--- src/rtl/intersection_ctrl.sv ---
// -----------------------------------------------------------------------------
// intersection_ctrl
//
// Purpose:
//    Traffic-light controller for a two-road intersection. NS is the main road:
//    it stays green until a vehicle waits on EW or a pedestrian has pressed the
//    button, and then only after a minimum green time. The cycle is
//    NS_GREEN -> NS_YELLOW -> ALL_RED_1 -> EW_GREEN -> EW_YELLOW -> ALL_RED_2.
//    All timing is in ticks. A tick is one clock cycle in every TICK_DIV
//    cycles, produced by a free-running prescaler.
//
// Ports:
//    clock_100mhz  in   sole clock, rising edge
//    rst           in   synchronous active-high reset
//    sensor_ew     in   EW vehicle present (level, sampled on tick cycles only)
//    ped_req       in   pedestrian button (any high cycle latches a request)
//    ns_light      out  NS lamps one-hot {red, yellow, green}
//    ew_light      out  EW lamps one-hot {red, yellow, green}
//    walk          out  walk signal for crossing NS, shown during EW_GREEN
//    tick          out  one-cycle timing tick (debug)
//    state_o       out  current state code (0..5)
// -----------------------------------------------------------------------------
module intersection_ctrl #(
   parameter int TICK_DIV = 100,
   parameter int T_NS_MIN = 6,
   parameter int T_YEL    = 2,
   parameter int T_AR     = 1,
   parameter int T_EW     = 5
) (
   input  logic       clock_100mhz,
   input  logic       rst,
   input  logic       sensor_ew,
   input  logic       ped_req,
   output logic [2:0] ns_light,
   output logic [2:0] ew_light,
   output logic       walk,
   output logic       tick,
   output logic [2:0] state_o
);

   localparam int PW = $clog2(TICK_DIV);

   // The state timer only needs to reach the longest duration minus one.
   localparam int TMAX_A = (T_NS_MIN > T_YEL) ? T_NS_MIN : T_YEL;
   localparam int TMAX_B = (T_AR > T_EW) ? T_AR : T_EW;
   localparam int TMAX   = (TMAX_A > TMAX_B) ? TMAX_A : TMAX_B;
   localparam int TW     = (TMAX < 2) ? 1 : $clog2(TMAX);

   localparam logic [2:0] LAMP_RED = 3'b100;
   localparam logic [2:0] LAMP_YEL = 3'b010;
   localparam logic [2:0] LAMP_GRN = 3'b001;

   typedef enum logic [2:0] {
      NS_GREEN  = 3'd0,
      NS_YELLOW = 3'd1,
      ALL_RED_1 = 3'd2,
      EW_GREEN  = 3'd3,
      EW_YELLOW = 3'd4,
      ALL_RED_2 = 3'd5
   } state_t;

   state_t        state_q, state_d;
   logic [PW-1:0] presc_q, presc_d;
   logic [TW-1:0] tcnt_q,  tcnt_d;
   logic          pend_q,  pend_d;
   logic          walk_q,  walk_d;

   logic          tick_w;
   logic          enter_ew;
   logic [2:0]    ns_w, ew_w;

   // ---------------------------------------------------------------------------
   // State register
   // ---------------------------------------------------------------------------
   always_ff @(posedge clock_100mhz) begin
      if (rst) begin
         state_q <= NS_GREEN;
         presc_q <= '0;
         tcnt_q  <= '0;
         pend_q  <= 1'b0;
         walk_q  <= 1'b0;
      end else begin
         state_q <= state_d;
         presc_q <= presc_d;
         tcnt_q  <= tcnt_d;
         pend_q  <= pend_d;
         walk_q  <= walk_d;
      end
   end

   // ---------------------------------------------------------------------------
   // Next-state and output decode
   // ---------------------------------------------------------------------------
   always_comb begin
      state_d  = state_q;
      ns_w     = LAMP_RED;
      ew_w     = LAMP_RED;

      tick_w   = (presc_q == PW'(TICK_DIV - 1));
      presc_d  = tick_w ? '0 : presc_q + PW'(1);

      // Every timed exit is qualified by tick_w, so a state always ends on
      // the edge that closes a tick cycle and lasts a whole number of ticks.
      case (state_q)
         NS_GREEN: begin
            ns_w = LAMP_GRN;
            // sensor_ew only matters on the tick cycle itself; short pulses
            // between ticks are deliberately ignored.
            if (tick_w && (tcnt_q == TW'(T_NS_MIN - 1)) && (sensor_ew || pend_q))
               state_d = NS_YELLOW;
         end
         NS_YELLOW: begin
            ns_w = LAMP_YEL;
            if (tick_w && (tcnt_q == TW'(T_YEL - 1)))
               state_d = ALL_RED_1;
         end
         ALL_RED_1: begin
            if (tick_w && (tcnt_q == TW'(T_AR - 1)))
               state_d = EW_GREEN;
         end
         EW_GREEN: begin
            ew_w = LAMP_GRN;
            if (tick_w && (tcnt_q == TW'(T_EW - 1)))
               state_d = EW_YELLOW;
         end
         EW_YELLOW: begin
            ew_w = LAMP_YEL;
            if (tick_w && (tcnt_q == TW'(T_YEL - 1)))
               state_d = ALL_RED_2;
         end
         ALL_RED_2: begin
            if (tick_w && (tcnt_q == TW'(T_AR - 1)))
               state_d = NS_GREEN;
         end
         default: begin
            // Illegal codes show all-red and rejoin via the clearance state.
            state_d = ALL_RED_2;
         end
      endcase

      // The state timer restarts on every change. In NS_GREEN it holds at
      // T_NS_MIN-1, so a waiting request is served on the very next tick.
      tcnt_d = tcnt_q;
      if (state_d != state_q)
         tcnt_d = '0;
      else if (tick_w && !((state_q == NS_GREEN) && (tcnt_q == TW'(T_NS_MIN - 1))))
         tcnt_d = tcnt_q + TW'(1);

      // A press on the entry edge is served by this green, so it must not
      // also leave a pending request behind.
      enter_ew = (state_d == EW_GREEN) && (state_q != EW_GREEN);
      pend_d   = enter_ew ? 1'b0 : (pend_q | ped_req);

      if (enter_ew)
         walk_d = pend_q | ped_req;
      else if (state_d == EW_GREEN)
         walk_d = walk_q;
      else
         walk_d = 1'b0;
   end

   assign ns_light = ns_w;
   assign ew_light = ew_w;
   assign walk     = walk_q;
   assign tick     = tick_w;
   assign state_o  = state_q;

endmodule

--- config.mk ---
export PLATFORM = sky130hd
export DESIGN_NAME = intersection_ctrl
export DESIGN_NICKNAME = d
export VERILOG_FILES = /design/src/rtl/intersection_ctrl.sv
export SDC_FILE = /design/constraint.sdc
export NUM_CORES = 1
export LEC_CHECK = 0
export CAP_MARGIN = 15
export CELL_PAD_IN_SITES_DETAIL_PLACEMENT = 1
export CELL_PAD_IN_SITES_GLOBAL_PLACEMENT = 1
export CORE_ASPECT_RATIO = 1.4
export CORE_UTILIZATION = 39
export DETAILED_ROUTE_END_ITERATION = 10
export PLACE_DENSITY_LB_ADDON = 0.1
export SLEW_MARGIN = 20
export SYNTH_ARGS = -nofsm -noshare
export SYNTH_HDL_FRONTEND = slang
export SYNTH_SLANG_ARGS = --single-unit
--- constraint.sdc ---
create_clock -name clock_100mhz -period 1.9 [get_ports clock_100mhz]
set_input_delay 0.19 -clock clock_100mhz [delete_from_list [all_inputs] [get_ports clock_100mhz]]
set_output_delay 0.19 -clock clock_100mhz [all_outputs]
set_load 0.005 [all_outputs]
==> impl_metrics.env, run 1 <==
export IMPL_power_mw=0.592
export IMPL_dpl_cell_count=134
export IMPL_synthArstFlopShare=0
export IMPL_ant_nets=0
export IMPL_yosys_area_top_type="dfxtp_1"
export IMPL_die_area_sq_um=2600
export IMPL_initial_core_util=0.420
export IMPL_design_core_area_sq_um=2230
export IMPL_fin_nets=125
export IMPL_gp_congestion=0.755
export IMPL_clk_pin_slew_worst_paths_ns=0.09
export IMPL_max_cap_violations=0
export IMPL_r2r_slack_ns=0.21
export IMPL_ys_ff_latch=15
export IMPL_diodes=0
export IMPL_cts_resized=9
export IMPL_seqCellArea_sq_um=307
export IMPL_nFillCells=266
export IMPL_status="finished, violations left"
export IMPL_grt_pass1_wl_microns=3790
export IMPL_post_cts_setup_buffers=0
export IMPL_hold_ws_ns=0.464
export IMPL_hold_viol=0
export IMPL_clkLatencyLatePin_ns=0.29
export IMPL_hold_start="presc_q[0]"
export IMPL_drv_slew=0
export IMPL_synth_edff_count=0
export IMPL_layout_drive_gt1_share=0.233
export IMPL_synth_seq_area_share=0.321
export IMPL_drt_vias_per_instance=5.77
export IMPL_setup_ws_ns=0.0798
export IMPL_vias=796
export IMPL_crit_type="reg -> out"
export IMPL_whs_endpoint="presc_q[0]"
export IMPL_relSlewSlack=0.701
export IMPL_synth_top_area_frac=0.321
export IMPL_synthFlopType="dfxtp_1"
export IMPL_ys_warn_count=0
export IMPL_dieHeight_microns=59.9
export IMPL_yosys_top_cells_count="15 x dfxtp_1, 11 x nor3_1, 7 x nor2_1, 6 x inv_1, 5 x xnor2_1"
export IMPL_fin_skew_ns=0.00961
export IMPL_wl_microns=2240
export IMPL_worst_r2r_startpoint="tcnt_q[0]"
export IMPL_synth_most_common_cell="dfxtp_1"
export IMPL_setup_tns_ns=0
export IMPL_fin_crit_sh=0.958
export IMPL_setup_violations=0
export IMPL_drtIter0Drc=15
export IMPL_cts_htree_levels=1
export IMPL_irDropWorstVdd_mv=0.367
export IMPL_violations="DRC"
export IMPL_worstHoldPathCells=1
export IMPL_min_path_type="reg -> reg"
export IMPL_pre_cts_slack_ns=0.143
export IMPL_cp_end_kind="output pin"
export IMPL_clock_path_buffers=2
export IMPL_worst_path_max_fanout=13
export IMPL_cts_root_buffer="clkbuf_4"
export IMPL_cts_sinks=15
export IMPL_power_density_nw_per_um2=523
export IMPL_drc=6
export IMPL_r2r_cells=6
export IMPL_syn_inst=101
export IMPL_synthesis_area_sq_um=935
export IMPL_multi_input_area_sq_um=581
export IMPL_areaGrowthSynthToFinish_pct=21.2
export IMPL_portBuffers=14
export IMPL_cts_buffers=3
export IMPL_pin_count=15
export IMPL_grt_pass1_vias=810
export IMPL_gr_total_overflow=0
export IMPL_fmax_ghz=0.549
export IMPL_yosysUniqueCellTypes=41
export IMPL_cp_required_ns=1.71
export IMPL_num_rows=20
export IMPL_rsz0062_at_grt="false"
export IMPL_r2r_end="walk"
export IMPL_hpwl_microns=1730
export IMPL_grt_max_degree=15
export IMPL_leakage_nw=0.394
export IMPL_wl_per_cell_microns=16.2
export IMPL_antenna_found_initial=0
export IMPL_first_pass_iters=7
export IMPL_final_cells=138
export IMPL_layout_min_cycle_time_ns=1.82
export IMPL_synth_nets=109
export IMPL_hold_buffers=0
export IMPL_cts_tree="yes"
export IMPL_cp_start_kind="flop"
export IMPL_worst_pin_slew_ns=0.447
export IMPL_yosys_top_cells_area="dfxtp_1 32%, nor3_1 5.9%, ha_1 5.4%, xnor2_1 4.7%, a2111oi_4 2.9%"
export IMPL_die_w_microns=43.4
export IMPL_grt_usage=0.203
export IMPL_arrival_ns=1.63
export IMPL_synth_area_per_cell_sq_um=9.25
[flip-flops by register name, summed over array words and instances (netlist names)]
signal,flops
presc_q,7
state_o,3
tcnt_q,3
pend_q,1
walk,1
[cell families after synthesis]
logic type	Yosys count	share of synthesized area
muxes	3	0.0335
xor gates and xnor gates	7	0.0656
DFF	15	0.321
and+or+nand+nor	39	0.266
AOI/OAI and AO/OA	19	0.186
adders and majority gates	4	0.0535
buffers and inverters	14	0.0736
[power by group]
part / total, mW / internal [mW] / switching [mW]
registers: 0.339 / 0.325 / 0.0149
logic: 0.0690 / 0.0423 / 0.0267
clock network: 0.184 / 0.0816 / 0.102
[layout make-up]
type	count	area share
Multi-Input combinational cell	72	0.513
Sequential cell	15	0.271
Timing Repair Buffer	17	0.143
Inverter	8	0.0265
Tap cell	22	0.0243
Clock buffer	4	0.0232
[worst max-delay path, stage by stage, from the launching register on]
cell	delay, ns
dfxtp_2	0.48
nand2b_1	0.19
nor2_1	0.07
nor2_1	0.11
clkdlybuf4s50_1	0.50
[per-layer routing]
layer | part of all wire | global-route usage | up-vias
met5 | 0 | 0 | -
met4 | 0.016 | 0.0938 | 0
met3 | 0.018 | 0.0272 | 4
met2 | 0.56 | 0.392 | 13
met1 | 0.40 | 0.210 | 388
li1 | - | - | 391
[stage by stage]
stage / util / cell area, sq um
after floorplan: - / 935
after global placement: 0.488 / 1090
after detailed placement: 0.488 / 1090
after CTS: 0.508 / 1130
after global routing: 0.508 / 1130
final: 0.508 / 1130
[placed cells by master (no fill, tap or decap), drive strengths merged, types with 2 or more instances in the layout]
| cell type | count |
|---|---|
| dfxtp | 15 |
| nor3 | 11 |
| a2111oi | 2 |
| nor4 | 2 |
| ha | 4 |
| nor2 | 7 |
| mux2i | 2 |
| xor2 | 2 |
| nand3 | 3 |
| xnor2 | 5 |
| nand2 | 3 |
| a21oi | 2 |
| nand2b | 3 |
| buf | 3 |
| clkbuf | 4 |
| and3 | 2 |
| or2 | 2 |
| a211oi | 3 |
| clkdlybuf4s50 | 13 |
| inv | 8 |
| o21ai | 5 |
[how the worst max path moves through the flow]
stage / startpoint / endpoint / depth (start not counted)
5_1_grt: state_o[2] / ew_light[2] / 4
6_report: state_o[0] / ew_light[2] / 4
4_1_cts: state_o[2] / ew_light[2] / 4
3_5_place_dp: presc_q[0] / tick / 5
2_1_floorplan: presc_q[0] / walk / 5
3_3_place_gp: presc_q[0] / tick / 5
Power figures use the tool's default switching activity.
==> inputs of run 2 (changes only) <==
Settings changed: CORE_UTILIZATION 39 to 42.
Clock period 1.9 ns to 2.35 ns, I/O delays scaled along.
==> run 2 against run 1 <==
The run now ends clean. Largest power group unchanged. Sequential cell count stayed put. Sequential share of layout area is 0.29 points higher. Wire length is 7.4% lower. Clock skew is 0.0074 ns lower. Final cell count is 2.2% lower. Total power is 20% lower. Core utilization is 3.5 points higher. Design area is 3.1% lower. Combinational power is 24% lower. Non-clock buffer count is 2 lower. Via count is 1.8% lower. Global-route usage is 0.87 points lower.
==> impl_metrics.env, run 2 (synthesis results as in run 1) <==
export IMPL_max_cap_violations=0
export IMPL_cp_end_kind="output pin"
export IMPL_first_pass_iters=4
export IMPL_initial_core_util=0.463
export IMPL_layout_common_cells="15 x dfxtp_1, 14 x clkdlybuf4s50_1, 11 x nor3_1, 7 x nor2_1, 6 x inv_1"
export IMPL_irDropWorstVdd_mv=0.306
export IMPL_dieHeight_microns=57.8
export IMPL_antenna_found_initial=0
export IMPL_wl_microns=2080
export IMPL_cts_htree_levels=1
export IMPL_drtIter0Drc=3
export IMPL_r2r_slack_ns=0.48
export IMPL_grt_max_degree=15
export IMPL_min_path_type="reg -> reg"
export IMPL_hold_buffers=0
export IMPL_layout_commonest_cell="dfxtp_1"
export IMPL_drc=0
export IMPL_portBuffers=14
export IMPL_status="completed"
export IMPL_gr_total_overflow=0
export IMPL_final_area_sq_um=1100
export IMPL_drt_vias_per_instance=5.79
export IMPL_pre_cts_slack_ns=0.457
export IMPL_seqPwrFrac=0.573
export IMPL_grt_pass1_vias=796
export IMPL_place_area_sq_um=1070
export IMPL_clock_path_buffers=2
export IMPL_arrival_ns=1.97
export IMPL_fin_skew_ns=0.00225
export IMPL_crit_type="reg -> out"
export IMPL_grt_pass1_wl_microns=3550
export IMPL_cp_required_ns=2.12
export IMPL_fmax_ghz=0.453
export IMPL_cts_resized=0
export IMPL_combPwrFrac=0.111
export IMPL_whs_endpoint="presc_q[0]"
export IMPL_cts_root_buffer="clkbuf_4"
export IMPL_largest_register="presc_q"
export IMPL_layout_min_cycle_time_ns=2.21
export IMPL_grt_usage=0.194
export IMPL_hpwl_microns=1640
export IMPL_fin_nets=123
export IMPL_relSlewSlack=0.624
export IMPL_worst_r2r_startpoint="tcnt_q[0]"
export IMPL_wl_per_cell_microns=15.4
export IMPL_diodes=0
export IMPL_switching_share=0.247
export IMPL_pin_count=15
export IMPL_hold_viol=0
export IMPL_worst_path_max_fanout=6
export IMPL_design_core_area_sq_um=2020
export IMPL_nFillCells=254
export IMPL_vias=782
export IMPL_clk_pin_slew_worst_paths_ns=0.09
export IMPL_r2r_cells=6
export IMPL_num_rows=19
export IMPL_largest_register_ffs=7
export IMPL_worst_pin_slew_ns=0.557
export IMPL_p_switching_mw=0.117
export IMPL_power_density_nw_per_um2=431
export IMPL_areaGrowthSynthToFinish_pct=17.4
export IMPL_p_int_mw=0.356
export IMPL_hold_ws_ns=0.468
export IMPL_clockPowerShare=0.315
export IMPL_die_area_sq_um=2420
export IMPL_gp_congestion=0.720
export IMPL_clkLatencyLatePin_ns=0.29
export IMPL_setup_ws_ns=0.142
export IMPL_setup_tns_ns=0
export IMPL_cts_tree="yes"
export IMPL_leakage_nw=0.382
export IMPL_die_w_microns=41.9
export IMPL_r2r_end="tcnt_q[2]"
export IMPL_cp_start_kind="flop"
export IMPL_fin_crit_sh=0.940
export IMPL_cts_sinks=15
export IMPL_setup_violations=0
export IMPL_rsz0062_at_grt="false"
export IMPL_layout_drive_gt1_share=0.167
export IMPL_ant_nets=0
export IMPL_hold_start="presc_q[0]"
export IMPL_cts_buffers=3
export IMPL_drv_slew=0
export IMPL_worstHoldPathCells=1
export IMPL_post_cts_setup_buffers=0
-- run 2: changes by cell type in the layout (fill, tap and decap cells not counted), sizes merged --
cell / change
clkbuf: -1
clkdlybuf4s50: +1
clkinv: +1
dlygate4sd2: -1
buf: -2
-- run 2: metrics by stage --
stage / total power [mW] / instances / util
2_1_floorplan: 0.309 / 101 / -
3_3_place_gp: 0.328 / 131 / 0.529
3_5_place_dp: 0.330 / 131 / 0.529
4_1_cts: 0.481 / 135 / 0.543
5_1_grt: 0.495 / 135 / 0.543
6_report: 0.473 / 135 / 0.543
-- run 2: worst max-delay path: stages, from the launching register on --
cell and delay, ns:
dfxtp_1 0.36, ha_1 0.26, nand4bb_4 0.18, or2_4 0.32
inv_2 0.07, clkdlybuf4s50_1 0.49
-- run 2: per-layer routing --
metal	vias up	part of all wire	global-route usage
met5	-	0	0
met4	0	0.025	0.0968
met3	5	0.022	0.0280
met2	15	0.55	0.371
met1	375	0.40	0.201
li1	387	-	-
-- run 2: worst max-delay path by stage --
stage,endpoint,slack (ns),cells after the start,from
2_1_floorplan,walk,0.78,5,presc_q[0]
3_3_place_gp,tick,0.51,5,presc_q[0]
3_5_place_dp,tick,0.46,5,presc_q[0]
4_1_cts,tick,0.12,5,presc_q[0]
5_1_grt,tick,0.07,5,presc_q[0]
6_report,tick,0.14,5,presc_q[0]
-- run 2: layout make-up --
type / instances / area (sq um) / share of cell area
clock buffers: 3 / 22.5 / 0.0205
multi-input cells: 72 / 566 / 0.515
inverters: 8 / 30.0 / 0.0274
flip-flops and latches: 15 / 300 / 0.274
well taps: 21 / 26.3 / 0.0239
clock inverters: 1 / 5.00 / 0.00456
repair buffers: 15 / 148 / 0.135
-- run 2: power by group through the flow --
| stage | sequential (mW) | combinational (mW) | clock [mW] |
|---|---|---|---|
| finish | 0.271 | 0.0527 | 0.149 |
| floorplan | 0.272 | 0.0371 | 0 |
| CTS | 0.271 | 0.0536 | 0.156 |
| detailed placement | 0.277 | 0.0530 | 0 |
| global placement | 0.277 | 0.0515 | 0 |
| global route | 0.273 | 0.0571 | 0.166 |
